File: src/rtl/vga_timing_gen.sv
// Raster timing generator: free-running DrawX/DrawY counters, active-video decode,
// sync outputs delayed to line up with registered RGB, and line/frame start markers.
module vga_timing_gen #(
    parameter int H_ACTIVE   = 640,
    parameter int H_FP       = 16,
    parameter int H_SYNC     = 96,
    parameter int H_BP       = 48,
    parameter int V_ACTIVE   = 480,
    parameter int V_FP       = 10,
    parameter int V_SYNC     = 2,
    parameter int V_BP       = 33,
    parameter bit HS_POL     = 1'b0,
    parameter bit VS_POL     = 1'b0,
    parameter int SYNC_DELAY = 1
) (
    input  logic        vga_clk,
    input  logic        reset_n,
    output logic [9:0]  DrawX,
    output logic [9:0]  DrawY,
    output logic        blank,
    output logic        hs,
    output logic        vs,
    output logic        line_start,
    output logic        frame_start,
    output logic [15:0] frame_count
);

    localparam int H_TOTAL = H_ACTIVE + H_FP + H_SYNC + H_BP;
    localparam int V_TOTAL = V_ACTIVE + V_FP + V_SYNC + V_BP;

    if (H_TOTAL > 1024 || V_TOTAL > 1024) begin : g_bad_total
        $error("vga_timing_gen: H_TOTAL and V_TOTAL must not exceed 1024");
    end
    if (SYNC_DELAY < 0 || SYNC_DELAY > 4) begin : g_bad_delay
        $error("vga_timing_gen: SYNC_DELAY must be in 0..4");
    end

    localparam logic [9:0]  X_LAST    = 10'(H_TOTAL - 1);
    localparam logic [9:0]  Y_LAST    = 10'(V_TOTAL - 1);
    localparam logic [10:0] X_ACT_END = 11'(H_ACTIVE);
    localparam logic [10:0] Y_ACT_END = 11'(V_ACTIVE);
    localparam logic [10:0] HS_BEG    = 11'(H_ACTIVE + H_FP);
    localparam logic [10:0] HS_END    = 11'(H_ACTIVE + H_FP + H_SYNC);
    localparam logic [10:0] VS_BEG    = 11'(V_ACTIVE + V_FP);
    localparam logic [10:0] VS_END    = 11'(V_ACTIVE + V_FP + V_SYNC);

    logic [9:0]  r_x;
    logic [9:0]  r_y;
    logic        r_line_start;
    logic        r_frame_start;
    logic [15:0] r_frame_count;
    logic [SYNC_DELAY:0] r_hs_pipe;
    logic [SYNC_DELAY:0] r_vs_pipe;

    logic [9:0]  w_next_x;
    logic [9:0]  w_next_y;
    logic        w_x_wrap;
    logic        w_frame_wrap;
    logic        w_hs_next;
    logic        w_vs_next;

    always_comb begin
        w_x_wrap     = (r_x == X_LAST);
        w_frame_wrap = w_x_wrap && (r_y == Y_LAST);
        w_next_x     = w_x_wrap ? 10'd0 : r_x + 10'd1;
        w_next_y     = r_y;
        if (w_x_wrap) begin
            w_next_y = (r_y == Y_LAST) ? 10'd0 : r_y + 10'd1;
        end
        w_hs_next = (({1'b0, w_next_x} >= HS_BEG) && ({1'b0, w_next_x} < HS_END)) ? HS_POL : ~HS_POL;
        w_vs_next = (({1'b0, w_next_y} >= VS_BEG) && ({1'b0, w_next_y} < VS_END)) ? VS_POL : ~VS_POL;
    end

    // Pipe stage 0 decodes the next count, so it is aligned with DrawX/DrawY;
    // each further stage adds one clock of delay.
    always_ff @(posedge vga_clk or negedge reset_n) begin
        if (!reset_n) begin
            r_x           <= X_LAST;
            r_y           <= Y_LAST;
            r_line_start  <= 1'b0;
            r_frame_start <= 1'b0;
            r_frame_count <= 16'hFFFF;
            r_hs_pipe     <= {(SYNC_DELAY + 1){~HS_POL}};
            r_vs_pipe     <= {(SYNC_DELAY + 1){~VS_POL}};
        end else begin
            r_x           <= w_next_x;
            r_y           <= w_next_y;
            r_line_start  <= (w_next_x == 10'd0);
            r_frame_start <= w_frame_wrap;
            if (w_frame_wrap) begin
                r_frame_count <= r_frame_count + 16'd1;
            end
            r_hs_pipe[0] <= w_hs_next;
            r_vs_pipe[0] <= w_vs_next;
            for (int i = 1; i <= SYNC_DELAY; i++) begin
                r_hs_pipe[i] <= r_hs_pipe[i-1];
                r_vs_pipe[i] <= r_vs_pipe[i-1];
            end
        end
    end

    assign DrawX       = r_x;
    assign DrawY       = r_y;
    assign blank       = ({1'b0, r_x} < X_ACT_END) && ({1'b0, r_y} < Y_ACT_END);
    assign hs          = r_hs_pipe[SYNC_DELAY];
    assign vs          = r_vs_pipe[SYNC_DELAY];
    assign line_start  = r_line_start;
    assign frame_start = r_frame_start;
    assign frame_count = r_frame_count;

endmodule

File: config.mk
export PLATFORM = sky130hd
export DESIGN_NAME = vga_timing_gen
export DESIGN_NICKNAME = d
export VERILOG_FILES = /design/src/rtl/vga_timing_gen.sv
export SDC_FILE = /design/constraint.sdc
export NUM_CORES = 1
export LEC_CHECK = 0
export CORE_MARGIN = 2
export CORE_UTILIZATION = 67
export DETAILED_ROUTE_END_ITERATION = 12
export DONT_BUFFER_PORTS = 1
export MAX_ROUTING_LAYER = met4
export PLACE_DENSITY = 0.83
export SYNTH_ARGS = -nofsm -noshare
export SYNTH_HDL_FRONTEND = slang
export SYNTH_SLANG_ARGS = --single-unit
File: constraint.sdc
create_clock -name vga_clk -period 4.74 [get_ports vga_clk]
set_input_delay 0.948 -clock vga_clk [delete_from_list [all_inputs] [get_ports vga_clk]]
set_output_delay 0.948 -clock vga_clk [all_outputs]
set_load 0.02 [all_outputs]
== Yosys cells after proc, flatten, opt, wreduce, memory -nomap -nowiden ==
Index checks and enable logic that the tools add are counted.

* Word-level logic and storage cells: 28
* Register bits: 42

* Eq/ne operators: 2
* Add/sub/neg operators: 3
* Reductions and logical operators: 5
* Order comparisons: 6
* Multiplexer cells: 5

{| class="wikitable"
|+ Operators with widths
! kind !! count
|-
| 2-to-1 mux 10 bit || 3
|-
| adder 10 x 1 -> 10 bit (second input constant) || 2
|-
| == test 10 bit (second input constant) || 2
|-
| < comparator 10 bit (second input constant) || 2
|-
| < comparator 10 x 9 -> 1 bit (second input constant) || 2
|-
| adder 16 x 1 -> 16 bit (second input constant) || 1
|-
| >= comparator 10 bit (second input constant) || 1
|-
| >= comparator 10 x 9 -> 1 bit (second input constant) || 1
|-
| zero test 10 bit || 1
|-
| logical AND 1 bit || 4
|-
| 2-to-1 mux 1 bit || 2
|}

== Depth between registers and ports, before layout ==
Gate-level depths: netlist (run 1).

* Depth after elaboration: 6
* Depth in mapped cells: 8

== Least setup slack after synthesis (run 1) ==
Ideal clock, no wire load.

* Kind: register to register
* Start: register r_x[0], in the netlist DrawX[0]
* End: register r_line_start, in the netlist line_start
* Arrival: 2303 ps
* Buffers on the path: 1
* Cell stages (with the launch flop): 8
* Path slack: 2330 ps
* Data required time: 4633 ps
* Period minus slack after synthesis: 2410 ps
* Path through: dfstp_2 > ha_1 > nand4_4 > or3_1 > buf_6 > o21a_4 > or4b_4 > a2111oi_4

* Cells in the longest elaborated chain, start to end: 3

{| class="wikitable"
|+ Ends and longest elaborated chain
! element !! line !! source
|-
| from (decl) || 47 || <nowiki>logic [9:0] r_x;</nowiki>
|-
| from (signal assigned) || 86 || <nowiki>r_x <= w_next_x;</nowiki>
|-
| adder 10 x 1 -> 10 bit or == test 10 bit (tied branches) || 65, 63 ||
|-
| 2-to-1 mux 10 bit * || 65 || <nowiki>w_next_x = w_x_wrap ? 10'd0 : r_x + 10'd1;</nowiki>
|-
| net w_next_x[5] || 55 || <nowiki>logic [9:0] w_next_x;</nowiki>
|-
| zero test 10 bit * || 88 || <nowiki>r_line_start <= (w_next_x == 10'd0);</nowiki>
|-
| to (signal assigned) || 88 ||
|-
| to (decl) || 49 || <nowiki>logic r_line_start;</nowiki>
|}

The timed path passes the listed nets; every way through them passes the cells marked *.
A chain may end at the register's enable or synchronous reset.

== Worst setup path in the final report (run 1) ==
Ends and elaborated chain as after synthesis.

==> flow_summary_export.csv, run 1 <==
group,metric,value,unit
synth,synth_edf_count,0,
route,firstDrtPassIters,4,
clock_network,clk_path_buf_depth,2,
layout,fillers,228,
synth,synth_flop_cell,"dfstp_2",
layout,final_area,2318,µm²
synth,synth_nets,217,
layout,seq_area,1089,µm²
synth,ys_async_sr_fraction,100.0,%
layout,antenna_cells,0,
synth,ys_ff_latch,42,
pwr,ir_drop,0.2079,mV
status,status,"finished clean",
layout,nets,214,
route,via_per_inst,6.194,
clock_network,cts_max_level,2,
setup_path,crit_required,5.00,ns
placed_design,dpl.hpwl,2921,µm
clock_network,cts_tree,"built",
layout,multi_input_area,1066,µm²
synth,ys_types,52,
run,drv_cap,0,
floorplanning,io_pins,43,
route,first_iter_violations,101,
floorplanning,die_height,61.80,µm
route,drc,0,
worst_hold_path,hold_class,"input pin to asynchronous set/reset pin",
grt,grt_pass1_wl,6644,µm
setup_path,cp.arrival,3.05,ns
setup_path,slowest_stage,"dfstp_2",
sta,fmax,0.3593,GHz
sta,setup_violations,0,
sta,min_period_over_period,58.72,%
placed_design,gp_congestion,0.8908,
clock_network,ctsResizeCount,0,
sta,finClkSkew,0.006774,ns
grt,overflow,0,
setup_path,reg2reg_from,"DrawX[0]",
grt,use_met3,8.282,%
sta,final-hold-violation-count,0,
synth,synth_area,2238,µm²
synth,syn-instance-count,211,
floorplanning,initial_core_util,71.56,%
placed_design,io_buffers,0,
placed_design,pre_cts_slack,1.986,ns
synth,synth_warnings,0,
layout,drive_above_1_share,24.40,%
setup_path,reg2reg_slack,1.96,ns
floorplanning,core,3128,µm²
setup_path,path_max_fanout,16,
floorplanning,dieArea,3819,µm²
placed_design,placed_area,2240,µm²
synth,syn-mean-instance-area,10.61,µm²
pwr,p_per_area,252.4,nW/µm²
grt,antenna_found_initial,0,
grt,grt_max_degree,43,
layout,fin_util,74.12,%
setup_path,path_cells,"ha_1 > nand4_4 > or3_1 > o21a_4 > or4b_4 > a2111oi_4",
grt,grt_pass1_vias,1545,
sta,finalSetupTns,0,ns
sta,slew_headroom,56.72,%
route,wl_per_cell,16.20,µm
sta,drv_slew,0,
clock_network,root_buffer,"clkbuf_4",
setup_path,worst_setup_path_end_kind,"flip-flop",
route,vias,1567,
grt,grtUsageMet1,29.11,%
setup_path,crit_type,"flip-flop to flip-flop",
sta,worstMarginPinSlew,0.6437,ns
sta,worst_slack,1.957,ns
synth,ys_seq_area_share,48.63,%
grt,gr-usage-all-layers,24.71,%
route,routed_wl,4099,µm
floorplanning,die_w,61.80,µm
clock_network,clk_latency,0.36,ns
clock_network,cts_sinks,42,
setup_path,start_kind,"flip-flop",
pwr,leakage,0.8788,nW
clock_network,cts_hold_buffers,0,
route,detail-route-antenna-nets,0,
clock_network,post_cts_buffers,0,
sta,period_needed,2.783,ns
clock_network,clk_pin_slew,0.12,ns
layout,area_delta_synth_final,3.577,%
setup_path,r2r_end,"line_start",
setup_path,max_stage_delay,0.65,ns
sta,grt_setup_unrepaired,"false",
setup_path,r2r_cells,6,
grt,top_usage_layer,"met2",
floorplanning,num_rows,20,
clock_network,cts_buffers,5,
grt,grt_util_met2,39.10,%
synth_stat cells (2+ instances only):
library cell	count	area share, %
a21oi_1	2	0.45
and2_1	4	1.1
and3_1	2	0.56
and4_1	2	0.78
buf_6	2	1.0
clkbuf_1	7	1.2
dfrtp_1	12	13
dfstp_2	30	35
ha_1	4	2.2
inv_1	8	1.3
mux2_2	2	1.0
mux2i_1	3	1.3
nand2_1	19	3.2
nand2b_1	3	0.84
nand3_1	9	2.0
nand4_1	9	2.5
nand4b_1	3	1.2
nor2_1	10	1.7
nor3_1	9	2.0
nor4_1	3	0.84
o211ai_1	3	1.0
o21ai_0	9	2.0
o22ai_1	2	0.56
o31ai_1	2	0.67
or2_2	3	0.84
or3_1	2	0.56
or4_1	2	0.67
xnor2_1	9	3.5
xor2_1	13	5.1
how the worst max path moves through the flow:
stage                   from               to  slack [ns]  cells past startpoint
finish              DrawX[0]       line_start        1.96                      6
global route        DrawX[0]  frame_count[15]        1.79                      6
CTS                 DrawX[0]       line_start        1.96                      6
detailed placement  DrawX[0]       line_start        1.99                      6
global placement    DrawX[0]       line_start        2.07                      6
floorplan           DrawX[0]       line_start        2.33                      7
worst max-delay path, delay by kind of cell (launching register included):
kind | cells | cell delay (ns)
and+or+nand+nor | 3 | 1.28
DFF | 1 | 0.65
AOI/OAI and AO/OA | 2 | 0.41
adders and majority gates | 1 | 0.33
logic make-up (layout without fill, tap and decap cells):
| group | after synthesis | after routing | synth area share (%) |
|---|---|---|---|
| and+or+nand+nor | 93 | 93 | 25.49 |
| buffers and inverters | 18 | 16 | 3.745 |
| xor gates and xnor gates | 22 | 22 | 8.608 |
| DFF | 42 | 42 | 48.63 |
| muxes | 5 | 5 | 2.348 |
| adders and majority gates | 4 | 4 | 2.236 |
| AOI/OAI and AO/OA | 27 | 27 | 8.943 |
state kept, by name, indices dropped and copies added, names as in the netlist:
register and flops:
r_vs_pipe 2, line_start 1, frame_count 16, frame_start 1
r_hs_pipe 2, DrawX 10, DrawY 10
power by group:
part	internal, mW	switching (mW)
clock network	0.111	0.114
registers	0.360	0
logic	0	0
total	0.471	0.114
layout by cell type (no fill, tap or decap), types with 5 or more instances in the layout:
cell	count
dfstp_2	30
nand2_1	19
xor2_1	13
dfrtp_1	12
nor2_1	10
nor3_1	9
nand3_1	9
o21ai_0	9
nand4_1	9
xnor2_1	9
inv_1	8
clkbuf_4	5
layer usage:
| metal | wire length, µm | share of wire (%) |
|---|---|---|
| met5 | 0 | 0 |
| met4 | 55 | 1.3 |
| met3 | 253 | 6.2 |
| met2 | 2077 | 51 |
| met1 | 1712 | 42 |
cell type report:
cell class / instances / area share [%]
Clock buffer: 6 / 1.781
Clock inverter: 2 / 1.619
Inverter: 8 / 1.295
Multi-Input combinational cell: 151 / 45.98
Sequential cell: 42 / 46.95
Tap cell: 44 / 2.375
metrics by stage:
step           power, mW  instances  hold slack (ns)
2_1_floorplan     0.3655        211           0.3452
3_3_place_gp      0.3655        245           0.3462
3_5_place_dp      0.3655        245           0.3514
4_1_cts           0.5920        253           0.2512
5_1_grt           0.6084        253           0.2230
6_report          0.5852        253           0.2658
Note: power is estimated with default switching activity, not from simulation.
==> run 2, diff against run 1 <==
- CORE_UTILIZATION: 67 -> 62
- PLACE_DENSITY: 0.83 -> 0.78
- clock period: 4.74 -> 2.8 ns (I/O delays scaled with it)
==> flow_summary_export.csv, run 2 (synthesized netlist as in run 1, its figures left out) <==
group,metric,value,unit
worst_hold_path,hold_class,"input pin to asynchronous set/reset pin",
floorplanning,num_rows,21,
sta,min_period_over_period,91.21,%
clock_network,cts_sinks,42,
sta,final-hold-violation-count,0,
layout,largest_register_ffs,16,
sta,worst_slack,0.2460,ns
sta,drv_slew,0,
clock_network,root_buffer,"clkbuf_4",
layout,nets,218,
clock_network,post_cts_buffers,0,
layout,antenna_cells,0,
pwr,ir_drop,0.2828,mV
layout,final_cells,259,
grt,grt_pass1_wl,7562,µm
layout,area_delta_synth_final,5.366,%
layout,final_cell_mix,"30 x dfstp_2, 19 x nand2_1, 13 x xor2_1, 12 x dfrtp_1, 10 x nor2_1",
sta,setup_violations,0,
setup_path,cp.arrival,2.80,ns
layout,final_common_cell,"dfstp_2",
route,via_per_inst,6.124,
placed_design,dpl.hpwl,3194,µm
pwr,leakage,0.8997,nW
route,vias,1586,
sta,slew_headroom,55.45,%
floorplanning,core,3390,µm²
route,firstDrtPassIters,4,
setup_path,worst_setup_path_end_kind,"flip-flop",
run,drv_cap,0,
placed_design,pre_cts_slack,0.1468,ns
grt,overflow,0,
sta,timing.hold.ws,0.02971,ns
layout,fillers,262,
clock_network,clk_path_buf_depth,2,
grt,gr-usage-all-layers,24.48,%
pwr,p_per_area,423.9,nW/µm²
clock_network,clk_pin_slew,0.13,ns
grt,antenna_found_initial,0,
floorplanning,io_pins,43,
placed_design,io_buffers,0,
route,detail-route-antenna-nets,0,
sta,finalSetupTns,0,ns
placed_design,gp_congestion,0.9458,
sta,period_needed,2.554,ns
clock_network,cts_buffers,5,
floorplanning,initial_core_util,66.04,%
clock_network,cts_tree,"built",
route,drc,0,
sta,finClkSkew,0.01255,ns
setup_path,crit_type,"flip-flop to flip-flop",
placed_design,dp_cells,250,
sta,grt_setup_unrepaired,"false",
route,wl_per_cell,17.62,µm
pwr,p_total,0.9997,mW
floorplanning,die_w,64.09,µm
setup_path,path_max_fanout,6,
grt,grt_max_degree,32,
clock_network,cts_max_level,2,
setup_path,crit_required,3.05,ns
sta,fmax,0.3915,GHz
status,status,"finished clean",
route,routed_wl,4563,µm
clock_network,clk_latency,0.35,ns
sta,worstMarginPinSlew,0.6660,ns
layout,drive_above_1_share,25.82,%
setup_path,start_kind,"flip-flop",
route,first_iter_violations,145,
floorplanning,dieArea,4107,µm²
floorplanning,die_height,64.09,µm
grt,grt_pass1_vias,1600,
## run 2: worst paths after layout
path | start | to | slack, ns | cells after the start
worst max register to register | DrawX[0] | line_start | 0.25 | 6
worst min register to register | r_vs_pipe[0] | r_vs_pipe[1] | 0.37 | 0
min in group vga_clk | r_vs_pipe[0] | r_vs_pipe[1] | 0.37 | 0
worst min-delay path | reset_n | frame_count[13] | 0.03 | 0
max in group asynchronous | reset_n | DrawX[5] | 1.70 | 1
worst max-delay path | DrawX[0] | line_start | 0.25 | 6
## run 2: metrics by stage
step	instance area, µm²	utilization (%)
6_report	2359	69.58
2_1_floorplan	2238	-
4_1_cts	2354	69.44
3_3_place_gp	2265	66.81
5_1_grt	2359	69.58
3_5_place_dp	2265	66.81
## run 2: timing repair
| action | 4_1_cts | 5_1_grt |
|---|---|---|
| hold endpoints to repair | 12 | 0 |
| endpoints found under the setup margin | 0 | 1 |
| hold buffers | 1 | 0 |
| gates resized for setup | 0 | 1 |
## run 2: worst max-delay path, cell delays in order, from the launching register on
cell	delay (ns)
dfstp_2	0.65
ha_1	0.31
and4_1	0.26
a21boi_0	0.13
or2_2	0.36
or4b_4	0.55
a2111oi_4	0.19
## run 2: layout make-up
class / instances / area [µm²] / share of cell area (%)
flip-flops and latches: 42 / 1089 / 46.15
repair buffers: 4 / 32.53 / 1.379
multi-input cells: 151 / 1071 / 45.41
inverters: 8 / 30.03 / 1.273
clock buffers: 6 / 41.29 / 1.751
clock inverters: 2 / 37.54 / 1.592
well taps: 46 / 57.56 / 2.440
## run 2: where the power goes
part	total (mW)	switching, mW	internal, mW
registers	0.609	0	0.609
logic	0.00492	0.00398	0.000945
clock network	0.386	0.197	0.188
total	1.00	0.201	0.798
## run 2: routing by layer
layer / track usage [%] / part of all wire [%] / vias up
met4: 8.696 / 2.4 / 0
li1: - / - / 746
met5: - / 0 / -
met2: 39.97 / 49 / 58
met3: 7.218 / 7.3 / 12
met1: 28.82 / 41 / 770
